File: src/rtl/cpu_pkg.sv
// Shared types for the accumulator CPU power controller: FSM state encoding and
// the encoding used to report which event woke the core.
package cpu_pkg;

  typedef enum logic [1:0] {
    ST_RUN   = 2'b00,
    ST_DRAIN = 2'b01,
    ST_SLEEP = 2'b10,
    ST_WAKE  = 2'b11
  } state_e;

  localparam logic [1:0] CAUSE_NONE  = 2'b00;
  localparam logic [1:0] CAUSE_PIN   = 2'b01;
  localparam logic [1:0] CAUSE_TIMER = 2'b10;
  localparam logic [1:0] CAUSE_BOTH  = 2'b11;

  function automatic logic [1:0] wake_cause_f(input logic pin_hit, input logic timer_hit);
    if (pin_hit && timer_hit) return CAUSE_BOTH;
    if (timer_hit)            return CAUSE_TIMER;
    if (pin_hit)              return CAUSE_PIN;
    return CAUSE_NONE;
  endfunction

endpackage

File: src/rtl/cpu_power_ctrl_wake_sync.sv
// Wake pin conditioning: 2-flop synchronizer, saturating debounce counter and a
// rising-edge detector on the debounced level.
module wake_sync
  import cpu_pkg::*;
#(
  parameter int DEBOUNCE = 2
) (
  input  logic clk,
  input  logic reset,
  input  logic pin_async,
  output logic level,
  output logic rise
);

  localparam int CW = (DEBOUNCE < 1) ? 1 : $clog2(DEBOUNCE + 1);

  logic          sync1_q;
  logic          sync2_q;
  logic          level_prev_q;
  logic [CW-1:0] cnt_q;
  logic [CW-1:0] cnt_d;

  // cnt_q holds how many earlier cycles sync2_q was already high, so the
  // current high cycle completes the DEBOUNCE-long run without extra latency.
  always_comb begin
    cnt_d = cnt_q;
    if (!sync2_q) begin
      cnt_d = '0;
    end else if (cnt_q < CW'(DEBOUNCE)) begin
      cnt_d = cnt_q + 1'b1;
    end
  end

  assign level = sync2_q && (cnt_q >= CW'(DEBOUNCE - 1));
  assign rise  = level && !level_prev_q;

  always_ff @(posedge clk or negedge reset) begin
    if (!reset) begin
      sync1_q      <= 1'b0;
      sync2_q      <= 1'b0;
      cnt_q        <= '0;
      level_prev_q <= 1'b0;
    end else begin
      sync1_q      <= pin_async;
      sync2_q      <= sync1_q;
      cnt_q        <= cnt_d;
      level_prev_q <= level;
    end
  end

endmodule

File: src/rtl/cpu_power_ctrl.sv
// Sleep/wake sequencer for the 4-bit accumulator CPU: drains the core, gates its
// clock enable, and wakes it on a debounced pin edge or sleep-timer expiry.
module cpu_power_ctrl
  import cpu_pkg::*;
#(
  parameter int TIMER_W    = 8,
  parameter int DEBOUNCE   = 2,
  parameter int WAKE_DELAY = 4
) (
  input  logic               clk,
  input  logic               reset,
  input  logic               sleep_req,
  input  logic               cpu_idle,
  input  logic               wakeup,
  input  logic [TIMER_W-1:0] timer_load,
  output logic               cpu_en,
  output logic               sleeping,
  output logic [1:0]         wake_cause,
  output logic               wake_valid,
  output logic [1:0]         state_o
);

  localparam int DW = (WAKE_DELAY < 1) ? 1 : $clog2(WAKE_DELAY + 1);

  state_e             state_q;
  logic [TIMER_W-1:0] timer_q;
  logic [DW-1:0]      delay_q;
  logic               cpu_en_q;
  logic               sleeping_q;
  logic               wake_valid_q;
  logic [1:0]         cause_q;
  logic               pin_level;
  logic               pin_rise;
  logic               pin_hit;
  logic               timer_hit;

  wake_sync #(
    .DEBOUNCE(DEBOUNCE)
  ) u_wake_sync (
    .clk      (clk),
    .reset    (reset),
    .pin_async(wakeup),
    .level    (pin_level),
    .rise     (pin_rise)
  );

  assign pin_hit   = pin_level && pin_rise;
  assign timer_hit = (timer_q == TIMER_W'(1));

  // A zero timer never reaches the count of one, so timer_load=0 disables it.
  always_ff @(posedge clk or negedge reset) begin
    if (!reset) begin
      state_q      <= ST_RUN;
      timer_q      <= '0;
      delay_q      <= '0;
      cpu_en_q     <= 1'b1;
      sleeping_q   <= 1'b0;
      wake_valid_q <= 1'b0;
      cause_q      <= CAUSE_NONE;
    end else begin
      wake_valid_q <= 1'b0;
      case (state_q)
        ST_RUN: begin
          if (sleep_req) state_q <= ST_DRAIN;
        end
        ST_DRAIN: begin
          if (cpu_idle) begin
            state_q    <= ST_SLEEP;
            cpu_en_q   <= 1'b0;
            sleeping_q <= 1'b1;
            timer_q    <= timer_load;
            cause_q    <= CAUSE_NONE;
          end
        end
        ST_SLEEP: begin
          if (timer_q != '0) timer_q <= timer_q - 1'b1;
          if (timer_hit || pin_hit) begin
            state_q    <= ST_WAKE;
            sleeping_q <= 1'b0;
            cause_q    <= wake_cause_f(pin_hit, timer_hit);
            delay_q    <= DW'(WAKE_DELAY - 1);
            timer_q    <= '0;
          end
        end
        ST_WAKE: begin
          if (delay_q == '0) begin
            state_q      <= ST_RUN;
            cpu_en_q     <= 1'b1;
            wake_valid_q <= 1'b1;
          end else begin
            delay_q <= delay_q - 1'b1;
          end
        end
        default: state_q <= ST_RUN;
      endcase
    end
  end

  assign cpu_en     = cpu_en_q;
  assign sleeping   = sleeping_q;
  assign wake_cause = cause_q;
  assign wake_valid = wake_valid_q;
  assign state_o    = state_q;

endmodule

File: config.mk
export PLATFORM = sky130hd
export DESIGN_NAME = cpu_power_ctrl
export DESIGN_NICKNAME = d
export VERILOG_FILES = /design/src/rtl/cpu_pkg.sv /design/src/rtl/cpu_power_ctrl_wake_sync.sv /design/src/rtl/cpu_power_ctrl.sv
export SDC_FILE = /design/constraint.sdc
export NUM_CORES = 1
export LEC_CHECK = 0
export ABC_AREA = 1
export BUFFER_PORTS_ARGS = -buffer_cell sky130_fd_sc_hd__buf_2
export CORE_ASPECT_RATIO = 0.8
export CORE_UTILIZATION = 30
export DETAILED_ROUTE_END_ITERATION = 16
export PLACE_DENSITY = 0.52
export SETUP_SLACK_MARGIN = 0.15
export SYNTH_ARGS = -nofsm -noshare
export SYNTH_HDL_FRONTEND = slang
export SYNTH_SLANG_ARGS = --single-unit
File: constraint.sdc
create_clock -name clk -period 1.4 [get_ports clk]
set_input_delay 0.14 -clock clk [delete_from_list [all_inputs] [get_ports clk]]
set_output_delay 0.14 -clock clk [all_outputs]
set_load 0.1 [all_outputs]
==> results.py, run 1 <==
metrics = {
    "grt": {
        "grt_pass1_wl_um": 5299,
        "grt_usage_pct": 14.16,
        "antenna_found_initial": 0,
        "overflow": 0,
        "grt_pass1_vias": 1220,
        "grt_max_degree": 24,
    },
    "setup_path": {
        "path_common_cell": "nor2_4",
        "worst_path_max_delay_cell": "dfrtp_4",
        "crit_fanout": 5,
        "crit_path_end_kind": "flip-flop",
        "start_kind": "flip-flop",
        "cp_data_required_time_ps": 1550,
        "cpPeakStageDelay_ps": 520,
        "cp.arrival_ps": 1640,
        "critPathKind": "flip-flop to flip-flop",
        "crit_chain": "inv_4, ha_4, nand2_4, nor2_4, buf_4, nor2_4, o21ai_1, o21ai_0",
    },
    "cells_and_area": {
        "fin_nets": 265,
        "area_growth_pct": 45.66,
        "diodes": 0,
        "final_common_cell": "nand2_1",
        "final_cell_mix": "nand2_1, buf_4, inv_1, dfrtp_1, buf_2",
        "final_area_sq_um": 2016,
        "fin_util_pct": 46.78,
        "drive_gt1_share_pct": 38.59,
    },
    "clock_network": {
        "clock_path_buffers": 2,
        "cts_num_sinks": 23,
        "cts_inserted_buffers": 3,
        "cts_tree": "yes",
        "clock_tree.root_cell": "clkbuf_8",
        "clk_latency_ps": 260,
        "clk_pin_slew_worst_paths_ps": 80,
        "h-tree-depth": 1,
    },
    "synthesis": {
        "postSynthCellCount": 184,
        "synth.distinct_cells": 17,
        "ys_seq_elements": 23,
        "synth.yosys.seq_area_share_pct": 41.68,
        "syn_nets": 207,
        "synth_area_sq_um": 1384,
        "yosys_warnings": 0,
        "syn_area_per_cell_sq_um": 7.521,
    },
    "sta": {
        "clock_skew_ps": 1.381,
        "grt_setup_unrepaired": "yes",
        "maxSlewViolCount": 0,
        "hold_ws_ps": 171.9,
        "setup_violations": 16,
        "hold_viol_final": 0,
        "maxSlewHeadroom_pct": 66.48,
        "tns_ps": -1095,
        "worst_slew_pin_slew_ps": 502.8,
        "setup_ws_ps": -92.74,
        "post-route-period-util_pct": 106.6,
        "max_freq_mhz": 669.9,
        "period_needed_ps": 1493,
    },
    "power": {
        "p_int_w": 0.002728,
        "p_leak_nw": 1.085,
        "power_frac_comb_pct": 71.0,
        "p_per_area_nw_per_um2": 2648,
        "switching_share_pct": 48.89,
        "ir_worst_vdd_mv": 1.421,
        "p_total_w": 0.005338,
        "power.switching_w": 0.002609,
        "clkPwrFrac_pct": 7.7,
        "share_seq_of_total_power_pct": 21.3,
    },
    "route": {
        "routed_wl_um": 2970,
        "num_vias": 1223,
        "avgViaCountPerCell": 4.104,
        "drc": 0,
        "dr.pass1.iters": 6,
        "wl_per_cell_um": 9.966,
        "antenna_left": 0,
        "drt_iter0_drc": 33,
    },
    "die": {
        "core_area_sq_um": 4309,
        "start_util_pct": 32.11,
        "fp.dieArea_sq_um": 4890,
        "ioPinCount": 20,
        "die_h_um": 62.75,
        "chipWidth_um": 77.94,
        "rows": 21,
    },
    "placement": {
        "placed_cell_area_sq_um": 1862,
        "hpwlAfterDp_um": 2348,
        "port-buffer-count": 19,
        "routabilityCongestion": 0.7359,
    },
    "status": {
        "violations": "negative setup slack",
        "status": "finished, violations left",
    },
    "worst_hold_path": {
        "hold_path_class": "input port to flip-flop",
    },
    "run": {
        "maxCapViolCount": 0,
    },
}
==> path summary, 6_finish.rpt <==
kind / from / endpoint / slack, ps / cells past startpoint
max: state_o[0]$_DFFE_PN0P_ / delay_q[0]$_DFFE_PN0P_ / -90 / 8
min: timer_load[2] / timer_q[2]$_DFFE_PN0P_ / 170 / 5
max reg2reg: state_o[0]$_DFFE_PN0P_ / delay_q[0]$_DFFE_PN0P_ / -90 / 8
min reg2reg: u_wake_sync.sync1_q$_DFF_PN0_ / u_wake_sync.sync2_q$_DFF_PN0_ / 350 / 0
max in group asynchronous: reset / state_o[0]$_DFFE_PN0P_ / 650 / 2
min in group asynchronous: reset / delay_q[2]$_DFFE_PN0P_ / 370 / 2
==> flip-flops by register name (all words and copies together), names as in the netlist <==
register                  count
cpu_en                        1
state_o                       2
sleeping                      1
u_wake_sync.sync2_q           1
timer_q                       8
u_wake_sync.sync1_q           1
u_wake_sync.level_prev_q      1
wake_cause                    2
u_wake_sync.cnt_q             2
delay_q                       3
wake_valid                    1
==> routing by layer <==
layer | track usage [%] | wire, um | vias up | part of all wire (%)
met5 | 0 | 0 | - | 0
met4 | 4.167 | 36 | 0 | 1.2
met3 | 2.628 | 63 | 2 | 2.1
met2 | 23.67 | 1349 | 13 | 45
met1 | 18.59 | 1520 | 537 | 51
li1 | - | - | 671 | -
==> cell usage after synthesis (all sizes together) <==
library cell	instances	area, sq um
nand2	75	291.5
dfrtp	22	550.5
ha	10	125.1
buf	1	11.26
xor2	3	26.28
nand3	10	50.05
a21oi	2	10.01
o21ai	13	68.82
a22o	1	8.760
dfstp	1	26.28
nor2	18	110.1
inv	28	105.1
==> power by group through the flow <==
stage | logic [W] | clock network, W | registers [W]
after global placement | 0.00346 | 0 | 0.00114
final | 0.00379 | 0.000409 | 0.00114
after CTS | 0.00374 | 0.000428 | 0.00114
after floorplan | 0.00170 | 0 | 0.00170
after detailed placement | 0.00350 | 0 | 0.00115
after global routing | 0.00427 | 0.000455 | 0.00118
==> logic make-up (layout without fill, tap and decap cells) <==
family | Yosys count | after routing | synth area share (%)
AO/OA/AOI/OAI | 16 | 16 | 6.330
XOR/XNOR | 3 | 3 | 1.899
adder cells (fa/ha/maj) | 10 | 10 | 9.042
buffers and inverters | 29 | 86 | 8.409
flip-flops | 23 | 23 | 41.68
AND/OR/NAND/NOR | 103 | 103 | 32.64
==> per-stage QoR <==
step	cells	setup slack [ps]
finish	298	-92.74
global route	298	-182.7
CTS	298	-109.0
detailed placement	290	-127.2
global placement	290	-86.46
floorplan	184	-198.5
==> area by class of cell <==
| type | instances | area, sq um |
|---|---|---|
| fill | 440 | 2293 |
| multi-input combinational | 132 | 787.0 |
| sequential | 23 | 584.3 |
| timing repair buffer | 54 | 419.2 |
| inverter | 28 | 107.6 |
| tap | 57 | 71.32 |
| clock buffer | 3 | 41.29 |
| clock inverter | 1 | 5.005 |
==> worst max-delay path, delay by kind of cell (launching register included) <==
| family | cells | cell delay, ps |
|---|---|---|
| AO/OA/AOI/OAI | 2 | 170 |
| adder cells (fa/ha/maj) | 1 | 170 |
| buffers and inverters | 2 | 240 |
| flip-flops | 1 | 520 |
| AND/OR/NAND/NOR | 3 | 280 |
==> what timing repair did <==
| action | CTS | global route |
|---|---|---|
| endpoints found under the setup margin | 19 | 21 |
| hold buffers | 2 | 0 |
| gates resized for setup | 14 | 15 |
| setup buffers | 2 | 0 |
| cloned | 0 | 0 |
| endpoints found under the hold margin | 23 | 0 |
| pin swaps | 6 | 6 |
Note: power is estimated with default switching activity, not from simulation.
==> inputs of run 2 (changes only) <==
--- a/config.mk
+++ b/config.mk
@@ -8,10 +8,11 @@
 export ABC_AREA = 1
 export BUFFER_PORTS_ARGS = -buffer_cell sky130_fd_sc_hd__buf_2
 export CORE_ASPECT_RATIO = 0.8
-export CORE_UTILIZATION = 30
+export CORE_UTILIZATION = 45
 export DETAILED_ROUTE_END_ITERATION = 16
-export PLACE_DENSITY = 0.52
+export PLACE_DENSITY = 0.71
 export SETUP_SLACK_MARGIN = 0.15
+export SKIP_CTS_REPAIR_TIMING = 1
 export SYNTH_ARGS = -nofsm -noshare
 export SYNTH_HDL_FRONTEND = slang
 export SYNTH_SLANG_ARGS = --single-unit
==> results.py, run 2 (synthesized netlist as in run 1, its figures left out) <==
metrics = {
    "status": {
        "status": "finished, violations left",
        "violations": "negative setup slack",
    },
    "cells_and_area": {
        "drive_gt1_share_pct": 40.77,
        "multiInputGateArea_sq_um": 839.6,
        "final_area_sq_um": 1986,
        "diodes": 0,
        "largest_reg_flops": 8,
        "final_cell_mix": "nand2_1, inv_1, dfrtp_1, buf_4, buf_2",
        "fin_nets": 257,
        "reg_top3": "timer_q x8, delay_q x3",
        "final_common_cell": "nand2_1",
        "seq_area_sq_um": 584.3,
        "final_cells": 271,
        "area_growth_pct": 43.49,
        "top_register": "timer_q",
        "nFillCells": 238,
    },
    "setup_path": {
        "critPathKind": "flip-flop to flip-flop",
        "cp.buffers_inverters": 2,
        "crit_chain": "inv_4, ha_4, nand2_4, nor2_4, inv_2, nand2_4, nand2_8, nand2_1, nand2_1",
        "crit_fanout": 8,
        "cp_top_family": "simple AND/OR/NAND/NOR gates",
        "crit_path_end_kind": "flip-flop",
        "cp.arrival_ps": 1700,
        "start_kind": "flip-flop",
        "cp_data_required_time_ps": 1560,
        "cpPeakStageDelay_ps": 530,
        "worst_path_max_delay_cell": "dfrtp_4",
    },
    "die": {
        "core_area_sq_um": 2829,
        "rows": 17,
        "ioPinCount": 20,
        "fp.dieArea_sq_um": 3302,
        "chipWidth_um": 64,
        "start_util_pct": 48.92,
        "die_h_um": 51.60,
    },
    "placement": {
        "placed_cells": 262,
        "port-buffer-count": 19,
        "pre_cts_slack_ps": -96.37,
        "hpwlAfterDp_um": 2190,
        "routabilityCongestion": 0.8331,
        "placed_cell_area_sq_um": 1758,
    },
    "sta": {
        "hold_viol_final": 0,
        "grt_setup_unrepaired": "yes",
        "maxSlewHeadroom_pct": 64.19,
        "post-route-period-util_pct": 110.0,
        "max_freq_mhz": 649.6,
        "clock_skew_ps": 3.807,
        "period_needed_ps": 1540,
        "setup_violations": 16,
        "setup_ws_ps": -139.5,
        "maxSlewViolCount": 0,
        "worst_slew_pin_slew_ps": 537.1,
    },
    "grt": {
        "grt_pass1_vias": 1116,
        "grt_usage_pct": 18.86,
        "grt_max_degree": 24,
        "antenna_found_initial": 0,
        "overflow": 0,
        "grt_pass1_wl_um": 4740,
    },
    "clock_network": {
        "cts_inserted_buffers": 3,
        "clk_pin_slew_worst_paths_ps": 80,
        "clock_tree.root_cell": "clkbuf_8",
        "clk_latency_ps": 260,
        "cts_tree": "yes",
        "cts_num_sinks": 23,
        "clock_path_buffers": 2,
        "h-tree-depth": 1,
    },
    "route": {
        "num_vias": 1269,
        "routed_wl_um": 3037,
        "drt_iter0_drc": 64,
        "wl_per_cell_um": 11.21,
        "drc": 0,
        "dr.pass1.iters": 4,
        "avgViaCountPerCell": 4.683,
        "antenna_left": 0,
    },
    "run": {
        "maxCapViolCount": 0,
    },
    "worst_hold_path": {
        "hold_path_class": "input port to flip-flop",
    },
}
## run 2: changes by cell type in the layout (fill, tap and decap cells not counted), moves of 2 or more
cell / delta
buf_4: -10
nand2_1: -8
nand2_2: +7
buf_6: +3
o21ai_2: +3
inv_2: -2
nor2_4: +2
o21ai_0: -2
## run 2: routing by layer
layer	routed length, um	vias up	GRT usage, %
met4	23	0	4.924
met5	0	-	0
met3	127	4	4.825
li1	-	656	-
met1	1442	585	25.03
met2	1442	24	30.67
## run 2: layout make-up
| class | instances | share of cell area (%) |
|---|---|---|
| clock buffer | 3 | 2.079 |
| clock inverter | 1 | 0.2520 |
| inverter | 28 | 5.545 |
| multi-input combinational | 132 | 42.28 |
| sequential | 23 | 29.43 |
| tap | 38 | 2.394 |
| timing repair buffer | 46 | 18.02 |
## run 2: final timing paths
| kind | from | to | slack [ps] | depth (start not counted) |
|---|---|---|---|---|
| worst max-delay path | state_o[0]$_DFFE_PN0P_ | timer_q[7]$_DFFE_PN0P_ | -140 | 9 |
| worst min-delay path | timer_load[1] | timer_q[1]$_DFFE_PN0P_ | 160 | 5 |
| worst max register to register | state_o[0]$_DFFE_PN0P_ | timer_q[7]$_DFFE_PN0P_ | -140 | 9 |
| worst min register to register | u_wake_sync.sync1_q$_DFF_PN0_ | u_wake_sync.sync2_q$_DFF_PN0_ | 360 | 0 |
| max in group asynchronous | reset | state_o[0]$_DFFE_PN0P_ | 610 | 2 |
| min in group asynchronous | reset | delay_q[0]$_DFFE_PN0P_ | 390 | 2 |
## run 2: through the flow
step / utilization [%] / TNS (ps) / hold WS (ps)
floorplan: - / -2480 / -155.6
global placement: 62.14 / -455.1 / 138.0
detailed placement: 62.14 / -1063 / 144.9
CTS: 63.78 / -1394 / -143.7
global route: 70.19 / -2972 / 183.2
finish: 70.19 / -1784 / 162.3
## run 2: worst register-to-register path, delay by kind of cell (launching register included)
family	cells	cell delay, ps
flops	1	530
fa+ha+maj	1	180
simple gates	6	550
buf+inv	2	170
Power of run 2 is left out: the tool's default activity adds up to more than one toggle a clock period on the data nets, which glitch-free logic cannot reach.
==> inputs of run 3 (changes only) <==
==> constraint.sdc (replaced) <==
create_clock -name clk -period 1.4 [get_ports clk]
set_input_delay 0.14 -clock clk [delete_from_list [all_inputs] [get_ports clk]]
set_output_delay 0.14 -clock clk [all_outputs]
set_load 0.02 [all_outputs]
==> results.py, run 3 (synthesized netlist as in run 1, its figures left out) <==
metrics = {
    "cells_and_area": {
        "largest_reg_flops": 8,
        "diodes": 0,
        "final_cells": 272,
        "area_growth_pct": 37.61,
        "fin_util_pct": 67.32,
        "final_common_cell": "nand2_1",
        "final_cell_mix": "nand2_1, buf_4, inv_1, buf_2, dfrtp_1",
        "final_area_sq_um": 1904,
        "fin_nets": 258,
        "drive_gt1_share_pct": 39.74,
        "reg_top3": "timer_q x8, delay_q x3",
        "top_register": "timer_q",
    },
    "sta": {
        "period_needed_ps": 1540,
        "setup_ws_ps": -139.5,
        "maxSlewHeadroom_pct": 67.25,
        "worst_slew_pin_slew_ps": 491.3,
        "hold_viol_final": 0,
        "maxSlewViolCount": 0,
        "grt_setup_unrepaired": "yes",
        "post-route-period-util_pct": 110.0,
        "max_freq_mhz": 649.6,
        "clock_skew_ps": 8.466,
        "setup_violations": 15,
    },
    "clock_network": {
        "cts_num_sinks": 23,
        "clock_tree.root_cell": "clkbuf_8",
        "clock_path_buffers": 2,
        "clk_pin_slew_worst_paths_ps": 80,
        "clk_latency_ps": 260,
        "cts_tree": "yes",
        "h-tree-depth": 1,
        "cts_inserted_buffers": 3,
    },
    "placement": {
        "placed_cells": 260,
        "pre_cts_slack_ps": -166.5,
        "routabilityCongestion": 0.8062,
        "hpwlAfterDp_um": 2311,
        "placed_cell_area_sq_um": 1703,
        "port-buffer-count": 19,
    },
    "grt": {
        "overflow": 0,
        "grt_pass1_wl_um": 5216,
        "grt_pass1_vias": 1240,
        "grt_usage_pct": 20.77,
        "grt_max_degree": 24,
        "antenna_found_initial": 0,
    },
    "power": {
        "p_leak_nw": 1.030,
        "p_per_area_nw_per_um2": 2515,
        "power.switching_w": 0.002268,
        "clkPwrFrac_pct": 8.5,
        "ir_worst_vdd_mv": 1.066,
        "power_frac_comb_pct": 67.6,
        "switching_share_pct": 47.35,
        "p_total_w": 0.004790,
        "share_seq_of_total_power_pct": 23.9,
        "p_int_w": 0.002522,
    },
    "setup_path": {
        "critPathKind": "flip-flop to flip-flop",
        "crit_path_end_kind": "flip-flop",
        "cp.arrival_ps": 1740,
        "start_kind": "flip-flop",
        "cp_data_required_time_ps": 1600,
        "crit_fanout": 5,
    },
    "route": {
        "routed_wl_um": 3231,
        "drt_iter0_drc": 19,
        "dr.pass1.iters": 4,
        "met1_length_um": 1456,
        "top_layer_used": "met4",
        "avgViaCountPerCell": 4.746,
        "num_vias": 1291,
        "route.met3.wl_um": 117,
        "route.met2.wl_um": 1618,
        "wl_per_cell_um": 11.88,
        "drc": 0,
        "antenna_left": 0,
    },
    "die": {
        "die_h_um": 51.60,
        "ioPinCount": 20,
        "chipWidth_um": 64,
        "core_area_sq_um": 2829,
        "rows": 17,
        "start_util_pct": 48.92,
        "fp.dieArea_sq_um": 3302,
    },
    "run": {
        "maxCapViolCount": 0,
    },
    "status": {
        "violations": "negative setup slack",
        "status": "finished, violations left",
    },
    "worst_hold_path": {
        "hold_path_class": "input port to flip-flop",
    },
}
run 3: changes by cell type in the layout (fill, tap and decap cells not counted), moves of 2 or more:
| cell | change |
|---|---|
| nand2_2 | +3 |
| buf_12 | -2 |
| buf_6 | -4 |
| dfrtp_4 | -2 |
| dfrtp_2 | +2 |
| inv_4 | -2 |
| buf_4 | +3 |
| buf_2 | +4 |
| inv_2 | +3 |
| nand2_4 | -3 |
| nor2_4 | -2 |
| ha_2 | -2 |
| o21ai_0 | +2 |
run 3: final cells by class:
type / instances / area (sq um)
fill: 248 / 924.6
multi-input combinational: 132 / 810.8
sequential: 23 / 579.3
timing repair buffer: 47 / 315.3
inverter: 28 / 105.1
tap: 38 / 47.55
clock buffer: 3 / 41.29
clock inverter: 1 / 5.005
run 3: worst max-delay path, cell delays in order (launching register included):
cell and delay (ps):
dfrtp_2 450, inv_2 90, ha_4 190, nand2_4 60, nor2_4 190, inv_2 100
nand2_4 120, buf_6 130, nand2_2 60, nand2_2 70
run 3: per-stage QoR:
stage          hold slack (ps)  setup TNS, ps
6_report                 162.9          -1410
5_1_grt                  174.9          -2693
4_1_cts                 -157.2          -1833
3_5_place_dp             140.4          -1677
3_3_place_gp             140.4         -306.4
2_1_floorplan           -155.6         -264.8
run 3: final timing paths:
check                                              start                       endpoint  slack [ps]  cells past startpoint
max in group asynchronous                          reset             cpu_en$_DFFE_PN1P_         670                      2
max                               state_o[0]$_DFFE_PN0P_      wake_cause[1]$_DFFE_PN0P_        -140                      9
min in group asynchronous                          reset         timer_q[1]$_DFFE_PN0P_         360                      2
min                                        timer_load[2]         timer_q[2]$_DFFE_PN0P_         160                      5
min reg2reg                u_wake_sync.sync1_q$_DFF_PN0_  u_wake_sync.sync2_q$_DFF_PN0_         350                      0
max reg2reg                       state_o[0]$_DFFE_PN0P_      wake_cause[1]$_DFFE_PN0P_        -140                      9
run 3: per-layer routing:
layer / up-vias / global-route usage (%)
met5: - / 0
li1: 662 / -
met2: 27 / 35.11
met1: 596 / 26.54
met3: 6 / 4.167
met4: 0 / 7.576
run 3: power groups by stage:
stage / registers (W) / logic [W] / clock network, W
after detailed placement: 0.00114 / 0.00272 / 0
after CTS: 0.00113 / 0.00273 / 0.000426
final: 0.00114 / 0.00324 / 0.000409
after floorplan: 0.00124 / 0.00170 / 0
after global routing: 0.00118 / 0.00359 / 0.000457
after global placement: 0.00113 / 0.00259 / 0
